`config.mk`:
```
export PLATFORM = sky130hd
export DESIGN_NAME = opr_fetch
export DESIGN_NICKNAME = d
export VERILOG_FILES = /design/src/rtl/opr_fetch.sv
export SDC_FILE = /design/constraint.sdc
export NUM_CORES = 2
export LEC_CHECK = 0
export CAP_MARGIN = 10
export CORE_ASPECT_RATIO = 1.25
export CORE_MARGIN = 5
export CORE_UTILIZATION = 50
export CTS_BUF_LIST = sky130_fd_sc_hd__clkbuf_16
export CTS_CLUSTER_DIAMETER = 30
export CTS_CLUSTER_SIZE = 25
export DETAILED_ROUTE_END_ITERATION = 8
export PLACE_DENSITY = 0.66
export SLEW_MARGIN = 5
export SYNTH_ARGS = -nofsm -noshare
export SYNTH_HDL_FRONTEND = slang
export SYNTH_SLANG_ARGS = --single-unit
```
`constraint.sdc`:
```
create_clock -name clk -period 79.6 [get_ports clk]
set_clock_uncertainty 0.15 [all_clocks]
set_input_delay 11.94 -clock clk [delete_from_list [all_inputs] [get_ports clk]]
set_output_delay 11.94 -clock clk [all_outputs]
set_load 0.01 [all_outputs]
```
`src/rtl/opr_fetch.sv`:
```
// Operand fetch stage: 31-entry register file, exe/mem/wb forwarding with
// hazard detection, and a one-deep registered output behind a valid/ready handshake.
// Optional build macro: OPR_FETCH_PERF_CNT_EN adds a 32-bit stall_cnt output.

package basic;
    localparam int unsigned XLEN_W = 32;
    localparam int unsigned REG_W  = 5;

    typedef logic [XLEN_W-1:0] UIntX;
    typedef logic [REG_W-1:0]  RegSel;

    // Producer broadcast from a later pipeline stage
    typedef struct packed {
        logic  valid;
        logic  fwdable;
        RegSel addr;
        UIntX  wdata;
    } FwCtrl;
endpackage

module opr_fetch
    import basic::*;
#(
    parameter int unsigned XLEN = 32
) (
    input  logic            clk,
    input  logic            reset,
    input  logic            id_valid,
    output logic            id_ready,
    input  RegSel           id_rs1,
    input  RegSel           id_rs2,
    input  logic            id_rs1_used,
    input  logic            id_rs2_used,
    input  FwCtrl           exe_fw,
    input  FwCtrl           mem_fw,
    input  FwCtrl           wb_fw,
    input  logic            wb_commit,
    input  logic            flush,
    output logic            out_valid,
    input  logic            out_ready,
    output logic [XLEN-1:0] rs1_data,
    output logic [XLEN-1:0] rs2_data,
    output logic            stall
`ifdef OPR_FETCH_PERF_CNT_EN
    ,
    output logic [31:0]     stall_cnt
`endif
);

    logic [XLEN-1:0] rf_q [1:31];

    logic            out_valid_q, out_valid_d;
    logic [XLEN-1:0] rs1_q, rs1_d;
    logic [XLEN-1:0] rs2_q, rs2_d;

    logic [XLEN-1:0] rf1_val, rf2_val;
    logic [XLEN-1:0] op1_val, op2_val;
    logic            op1_haz, op2_haz;
    logic            accept;

    // First matching producer wins; a non-forwardable match is a hazard and blocks lower sources
    function automatic void resolve(
        input  RegSel           addr,
        input  logic            used,
        input  logic [XLEN-1:0] rf_val,
        input  FwCtrl           e,
        input  FwCtrl           m,
        input  FwCtrl           w,
        output logic            haz,
        output logic [XLEN-1:0] val
    );
        haz = 1'b0;
        val = '0;
        if (used && (addr != RegSel'(0))) begin
            if (e.valid && (e.addr == addr)) begin
                haz = !e.fwdable;
                val = XLEN'(e.wdata);
            end else if (m.valid && (m.addr == addr)) begin
                haz = !m.fwdable;
                val = XLEN'(m.wdata);
            end else if (w.valid && (w.addr == addr)) begin
                haz = !w.fwdable;
                val = XLEN'(w.wdata);
            end else begin
                val = rf_val;
            end
        end
    endfunction

    // Register file write port; x0 is not stored
    always_ff @(posedge clk or posedge reset) begin
        if (reset) begin
            for (int i = 1; i < 32; i++) begin
                rf_q[i] <= '0;
            end
        end else if (wb_commit && (wb_fw.addr != RegSel'(0))) begin
            rf_q[wb_fw.addr] <= XLEN'(wb_fw.wdata);
        end
    end

    // Operand resolution, hazard detection and acceptance
    always_comb begin
        rf1_val = '0;
        rf2_val = '0;
        if (id_rs1 != RegSel'(0)) rf1_val = rf_q[id_rs1];
        if (id_rs2 != RegSel'(0)) rf2_val = rf_q[id_rs2];
        resolve(id_rs1, id_rs1_used, rf1_val, exe_fw, mem_fw, wb_fw, op1_haz, op1_val);
        resolve(id_rs2, id_rs2_used, rf2_val, exe_fw, mem_fw, wb_fw, op2_haz, op2_val);
    end

    assign stall    = id_valid && (op1_haz || op2_haz);
    assign id_ready = !stall && (!out_valid_q || out_ready) && !flush && !reset;
    assign accept   = id_valid && id_ready;

    // Output register next state: flush kills, accept captures, ready drains
    always_comb begin
        out_valid_d = out_valid_q;
        rs1_d       = rs1_q;
        rs2_d       = rs2_q;
        if (flush) begin
            out_valid_d = 1'b0;
        end else if (accept) begin
            out_valid_d = 1'b1;
            rs1_d       = op1_val;
            rs2_d       = op2_val;
        end else if (out_ready) begin
            out_valid_d = 1'b0;
        end
    end

    // Output register
    always_ff @(posedge clk or posedge reset) begin
        if (reset) begin
            out_valid_q <= 1'b0;
            rs1_q       <= '0;
            rs2_q       <= '0;
        end else begin
            out_valid_q <= out_valid_d;
            rs1_q       <= rs1_d;
            rs2_q       <= rs2_d;
        end
    end

    assign out_valid = out_valid_q;
    assign rs1_data  = rs1_q;
    assign rs2_data  = rs2_q;

`ifdef OPR_FETCH_PERF_CNT_EN
    logic [31:0] stall_cnt_q, stall_cnt_d;

    // Stall cycle counter, wraps naturally
    always_comb begin
        stall_cnt_d = stall_cnt_q;
        if (stall) stall_cnt_d = stall_cnt_q + 32'd1;
    end

    // Stall counter register
    always_ff @(posedge clk or posedge reset) begin
        if (reset) stall_cnt_q <= '0;
        else       stall_cnt_q <= stall_cnt_d;
    end

    assign stall_cnt = stall_cnt_q;
`else
    // Stall counter not built
`endif

endmodule

```
# Word level (Yosys, flattened, before mapping)
# Cells that the tools add are included.
dict set report totals {
  output_inout_bits 67
  regBits 1057
}
dict set report op_classes {
  bitwise_logic 4
  reduce_logical 29
  order_cmp 4
  eq_ne 6
  mux 30
}
# operator n
set ops {}
lappend ops {{$bwmux W992} 1}
lappend ops {{$mux W32} 15}
lappend ops {{$bmux W32 S5} 2}
lappend ops {{$demux W32 S5} 1}
lappend ops {{$eq A5 B5 Y1} 6}
lappend ops {{$ge A6 B6 Y1 const B} 3}
lappend ops {{$not A5 Y6} 3}
lappend ops {{$logic_and A1 B1 Y1} 15}
lappend ops {{$reduce_bool A5 Y1} 3}
lappend ops {{$mux W1} 11}
lappend ops {{$logic_not A1 Y1} 7}
lappend ops {{$lt A6 B1 Y1 const B} 1}
lappend ops {{$reduce_bool A3 Y1} 1}
lappend ops {{$logic_or A1 B1 Y1} 2}
lappend ops {{$reduce_and A2 Y1} 1}
lappend ops {{$not A1 Y1} 1}

# Longest topological paths before layout
dict set report logic_depth {
  ltp_word 15
  ltp_mapped 11
  mapped_depth_nobuf 7
}

# Worst setup path after synthesis
# No wires, ideal clock.
dict set report synth_timing {
  kind {input -> output}
  start {input port id_rs1[4]}
  end {output port id_ready}
  arrival_ns 13.860
  slack_ns 53.650
  t_required_ns 67.510
  n_path_buf 2
  cell_stages 9
  path_cell_list {buf_4 xor2_2 nor4_4 nand3_2 buf_6 a211oi_2 o22ai_1 and2_1 nor4_1}
}
dict set report synth_via {
  elab_chain_len 12
  elab_cells_between_ends 18
  classes_between {3 x eq/ne; 4 x mux; 11 x reduce/logical}
}
# element line_no
set synth_lines {}
lappend synth_lines {{start, declared} 30} ;# input RegSel id_rs1,
lappend synth_lines {{$eq A5 B5 Y1} 81} ;# end else if (w.valid && (w.addr == addr)) begin
lappend synth_lines {{$logic_and A1 B1 Y1} 81}
lappend synth_lines {{$mux W1} 81}
lappend synth_lines {{$mux W1} 78} ;# end else if (m.valid && (m.addr == addr)) begin
lappend synth_lines {{$mux W1} 75} ;# if (e.valid && (e.addr == addr)) begin
lappend synth_lines {{$mux W1 (*)} 74} ;# if (used && (addr != RegSel'(0))) begin
lappend synth_lines {{$logic_or A1 B1 Y1 (*)} 111} ;# assign stall = id_valid && (op1_haz || op2_haz);
lappend synth_lines {{$logic_and A1 B1 Y1 (*)} 111}
lappend synth_lines {{via stall} 43} ;# output logic stall
lappend synth_lines {{$logic_not A1 Y1 (*)} 112} ;# assign id_ready = !stall && (!out_valid_q || out_ready) && !flush && !reset;
lappend synth_lines {{$logic_and A1 B1 Y1 (*) (3 in a row)} 112}
lappend synth_lines {{end, declared} 29} ;# output logic id_ready,
# Mark *: on every way through the listed nets, which the timed path passes. The rest lies on a longest branch.

# Worst setup path after layout
dict set report layout_timing {
  start {input port id_rs1[2]}
  end {output port id_ready}
}
dict set report layout_via {
  elab_chain_len 12
  elab_cells_between_ends 18
  classes_between {3 x eq/ne; 4 x mux; 11 x reduce/logical}
}
# element line_no
set layout_lines {}
lappend layout_lines {{$eq A5 B5 Y1} 81}
lappend layout_lines {{$logic_and A1 B1 Y1} 81}
lappend layout_lines {{$mux W1} 81}
lappend layout_lines {{$mux W1} 78}
lappend layout_lines {{$mux W1} 75}
lappend layout_lines {{$mux W1 (*)} 74}
lappend layout_lines {{$logic_or A1 B1 Y1 (*)} 111}
lappend layout_lines {{$logic_and A1 B1 Y1 (*)} 111}
lappend layout_lines {{$logic_not A1 Y1 (*)} 112}
lappend layout_lines {{$logic_and A1 B1 Y1 (*) (3 in a row)} 112}
# Mark *: on every way between the ends. The rest lies on a longest branch, timed or not.

==> flow_results.xml <==
<?xml version="1.0" encoding="UTF-8"?>
<metrics>
  <group name="run_status">
    <metric name="outcome" unit="">completed</metric>
  </group>
  <group name="sta">
    <metric name="final_max_slew_viols" unit="">0</metric>
    <metric name="achievable-frequency" unit="GHz">0.0361</metric>
    <metric name="timing_hold_violations_final" unit="">0</metric>
    <metric name="layout_worst_path_cycle_share" unit="%">34.8</metric>
    <metric name="max-slew-margin-rel" unit="%">11.1</metric>
    <metric name="timing.final.setup_violations" unit="">0</metric>
    <metric name="fin_tns_setup" unit="ns">0</metric>
    <metric name="finalCriticalPeriod" unit="ns">27.73</metric>
    <metric name="grt_setup_unrepaired" unit="">no</metric>
    <metric name="max_slew.worst_pin.slew" unit="ns">1.33</metric>
  </group>
  <group name="finish">
    <metric name="final_layout_size_suffix_gt1_share" unit="%">44.3</metric>
    <metric name="final_net_count" unit="">4394</metric>
    <metric name="area_delta_synth_final" unit="%">17.3</metric>
    <metric name="fillers" unit="">8898</metric>
    <metric name="final_cell_count_no_fill" unit="">5904</metric>
  </group>
  <group name="floorplanning">
    <metric name="core-area" unit="mm²">0.113</metric>
    <metric name="placementRows" unit="">138</metric>
    <metric name="chipWidth" unit="µm">313</metric>
    <metric name="die_y" unit="µm">388</metric>
    <metric name="die_area" unit="mm²">0.121</metric>
    <metric name="top_level_ports" unit="">202</metric>
    <metric name="initial_util" unit="%">50.5</metric>
  </group>
  <group name="clocking">
    <metric name="h-tree-depth" unit="">4</metric>
    <metric name="cts_hold_repair.buffers" unit="">0</metric>
    <metric name="clkSinkCount" unit="">1057</metric>
    <metric name="cts.path.max_buffers" unit="">3</metric>
    <metric name="clock_transition_at_the_registers_of_the_reported_paths" unit="ns">0.05</metric>
    <metric name="cts_tree" unit="">done</metric>
    <metric name="root_buffer" unit="">clkbuf_16</metric>
    <metric name="post-cts-setup-buffer-count" unit="">0</metric>
    <metric name="cts_resized" unit="">0</metric>
    <metric name="cts-buffers-inserted" unit="">197</metric>
    <metric name="worst_skew_pair.late_latency" unit="ns">0.83</metric>
  </group>
  <group name="synth">
    <metric name="syn_nets" unit="">4308</metric>
    <metric name="seq_area_frac_synth" unit="%">46.2</metric>
    <metric name="synth_fa_ha_area_share" unit="%">0</metric>
    <metric name="post_synth_main_area_contributors" unit="">dfrtp_1 46%, mux2_2 21%, mux4_2 14%</metric>
    <metric name="mappedNetlistArea" unit="mm²">0.0573</metric>
    <metric name="ys_async_sr_fraction" unit="%">100</metric>
    <metric name="synth-xor-area-share" unit="%">0.472</metric>
    <metric name="combinational_family_with_the_most_area_after_synthesis" unit="">multiplexers</metric>
    <metric name="cell_count_after_synthesis" unit="">4173</metric>
    <metric name="synth.top_cells.by_count" unit="">1057 x dfrtp_1, 1056 x mux2_2, 350 x mux4_2, 249 x clkbuf_1, 192 x mux2i_1</metric>
    <metric name="synth_top_area_share" unit="%">46.2</metric>
    <metric name="synthSimpleGateAreaFrac" unit="%">3.26</metric>
    <metric name="synth.yosys.warnings" unit="">0</metric>
    <metric name="synth_area_leader_cell" unit="">dfrtp_1</metric>
    <metric name="synth.mux.area_fraction" unit="%">37.9</metric>
    <metric name="synth-edff-count" unit="">0</metric>
    <metric name="post_synth.cell_area_avg" unit="µm²">13.7</metric>
    <metric name="ys_dominant_reg_cell" unit="">dfrtp_1</metric>
    <metric name="post_synthesis_sequential_element_count" unit="">1057</metric>
    <metric name="post-synth-top-count-cell" unit="">dfrtp_1</metric>
    <metric name="yosys.cell_types.count" unit="">74</metric>
    <metric name="synth-compound-area-share" unit="%">8.56</metric>
  </group>
  <group name="setup_path">
    <metric name="startpoint" unit="">id_rs1[2]</metric>
    <metric name="critical_path_peak_fanout" unit="">28</metric>
    <metric name="setup.worst_path.start_class" unit="">input pin</metric>
    <metric name="timing.critical_path.to_type" unit="">output pin</metric>
    <metric name="worst-setup-path-type" unit="">in2out</metric>
    <metric name="cp_data_required_time" unit="ns">67.51</metric>
    <metric name="r2r-start" unit="">out_valid</metric>
    <metric name="arrival" unit="ns">15.64</metric>
  </group>
  <group name="route">
    <metric name="route.detailed.vias_per_inst" unit="">7.15</metric>
    <metric name="drc_errors" unit="">0</metric>
    <metric name="drtAntennaViolNets" unit="">0</metric>
    <metric name="wl_met3" unit="µm">24500</metric>
    <metric name="drt_wl_total" unit="µm">215000</metric>
    <metric name="drt-wirelength-per-cell" unit="µm">36.5</metric>
    <metric name="initialDrtViolationCount" unit="">5616</metric>
    <metric name="route.top_layer_used" unit="">met5</metric>
    <metric name="route.layer.met1.wl" unit="µm">82700</metric>
    <metric name="met2_length" unit="µm">94400</metric>
    <metric name="via_count" unit="">42200</metric>
    <metric name="detail_route.first_pass.iterations" unit="">7</metric>
  </group>
  <group name="power">
    <metric name="switching_component_of_the_power" unit="mW">0.527</metric>
    <metric name="p_seq_share" unit="%">38.0</metric>
    <metric name="power_switching_share" unit="%">27.8</metric>
    <metric name="leak_pwr" unit="nW">28.7</metric>
    <metric name="gate_power_share" unit="%">17.8</metric>
    <metric name="power_frac_clock" unit="%">44.2</metric>
    <metric name="pwr_per_cell_area" unit="mW/mm²">28.3</metric>
    <metric name="vdd.ir_drop.worst" unit="mV">0.0222</metric>
    <metric name="internal_power" unit="mW">1.37</metric>
    <metric name="p_total" unit="mW">1.90</metric>
  </group>
  <group name="global_route">
    <metric name="first_global_vias" unit="">42600</metric>
    <metric name="grt_overflow_total" unit="">0</metric>
    <metric name="grt_start_max_net_pins" unit="">152</metric>
    <metric name="initial_antenna_violation_count" unit="">9</metric>
    <metric name="grt_pass1_wl" unit="µm">309000</metric>
    <metric name="grtUsageTotal" unit="%">34.8</metric>
  </group>
  <group name="min_path">
    <metric name="launch_instance_of_the_worst_min_delay_path" unit="">rs2_data[1]</metric>
    <metric name="hold_path.class" unit="">reg2reg</metric>
  </group>
  <group name="place">
    <metric name="place.port_buffers" unit="">201</metric>
    <metric name="post-place-cells" unit="">5530</metric>
    <metric name="gp_routability_congestion" unit="">0.872</metric>
    <metric name="dpl.hpwl" unit="µm">121000</metric>
  </group>
  <group name="run">
    <metric name="timing.max_cap.violations" unit="">0</metric>
  </group>
</metrics>
-- critical path: stages --
cell and delay (ns):
clkdlybuf4s50_1 0.47, buf_4 0.39, xnor2_1 0.18, nand4_1 0.20
or2_2 0.71, o21ai_0 0.54, o22ai_1 0.19, and2_1 0.20
nor4_1 0.23, clkdlybuf4s50_1 0.58
-- state kept, by name, summed over array words and instances (netlist names) --
| register | count |
|---|---|
| rs2_data | 32 |
| rf_q | 992 |
| out_valid | 1 |
| rs1_data | 32 |
-- placed cells by master (no fill, tap or decap), drive strengths merged, types with 14 or more instances in the layout --
cell type      instances
a211oi                32
a21oi                 21
a221o                 16
a221oi               164
a22oi                 56
and2                  17
buf                  148
bufinv                27
clkbuf               197
clkdlybuf4s50        192
clkinv                77
clkinvlp              26
dfrtp               1057
inv                   48
mux2                1056
mux2i                192
mux4                 350
nand2                151
nand3                 33
nor2                  84
nor2b                 17
nor3                  18
nor4                  19
o211ai                20
o21ai                 98
o221ai                36
o22ai                 44
o31ai                 37
xnor2                 16
xor2                  14
-- worst paths after layout --
path	cells after the start	slack, ns	endpoint
max	10	51.87	id_ready
min	2	0.32	rs2_data[1]
min reg2reg	2	0.32	rs2_data[1]
max in group asynchronous	7	62.88	rf_q[286]
max reg2reg	7	76.31	rs1_data[7]
min in group asynchronous	2	11.59	out_valid
-- logic make-up (layout without fill, tap and decap cells) --
kind of cell / count (synthesis) / in the layout
xor gates and xnor gates: 30 / 30
DFF: 1057 / 1057
other: 0 / 8
muxes: 1598 / 1598
and+or+nand+nor: 389 / 389
AOI/OAI and AO/OA: 637 / 637
buffers and inverters: 462 / 715
-- cell type report --
cell class	count	area, µm²	area share [%]
multi-input combinational	2654	29000	43.2
clock inverter	169	1730	2.57
tap	1470	1840	2.74
antenna	8	20.0	0.0298
inverter	9	41.3	0.0615
clock buffer	197	4930	7.34
timing repair buffer	340	3120	4.64
sequential	1057	26500	39.4
-- through the flow --
| step | utilization [%] | hold slack (ns) | worst slack [ns] | instance area [µm²] |
|---|---|---|---|---|
| final | 59.2 | 0.324 | 51.87 | 67200 |
| after CTS | 59.2 | 0.325 | 51.98 | 67200 |
| after global routing | 59.2 | 0.343 | 51.75 | 67200 |
| after floorplan | - | 0.338 | 37.76 | 57300 |
| after global placement | 53.3 | 0.308 | 52.00 | 60500 |
| after detailed placement | 53.3 | 0.315 | 52.01 | 60500 |
-- power by group through the flow --
stage	clock network, mW	registers, mW	logic [mW]
after floorplan	0	0.704	0.245
after global placement	0	0.719	0.327
after detailed placement	0	0.725	0.334
after CTS	0.844	0.718	0.336
after global routing	0.871	0.732	0.360
final	0.840	0.721	0.338
-- metal layers --
metal	global-route usage, %	up-vias
met5	0	-
met3	11.9	698
met1	46.0	22400
li1	-	16500
met4	18.1	2
met2	51.4	2637
No activity file was read; power rests on OpenSTA's default activity.
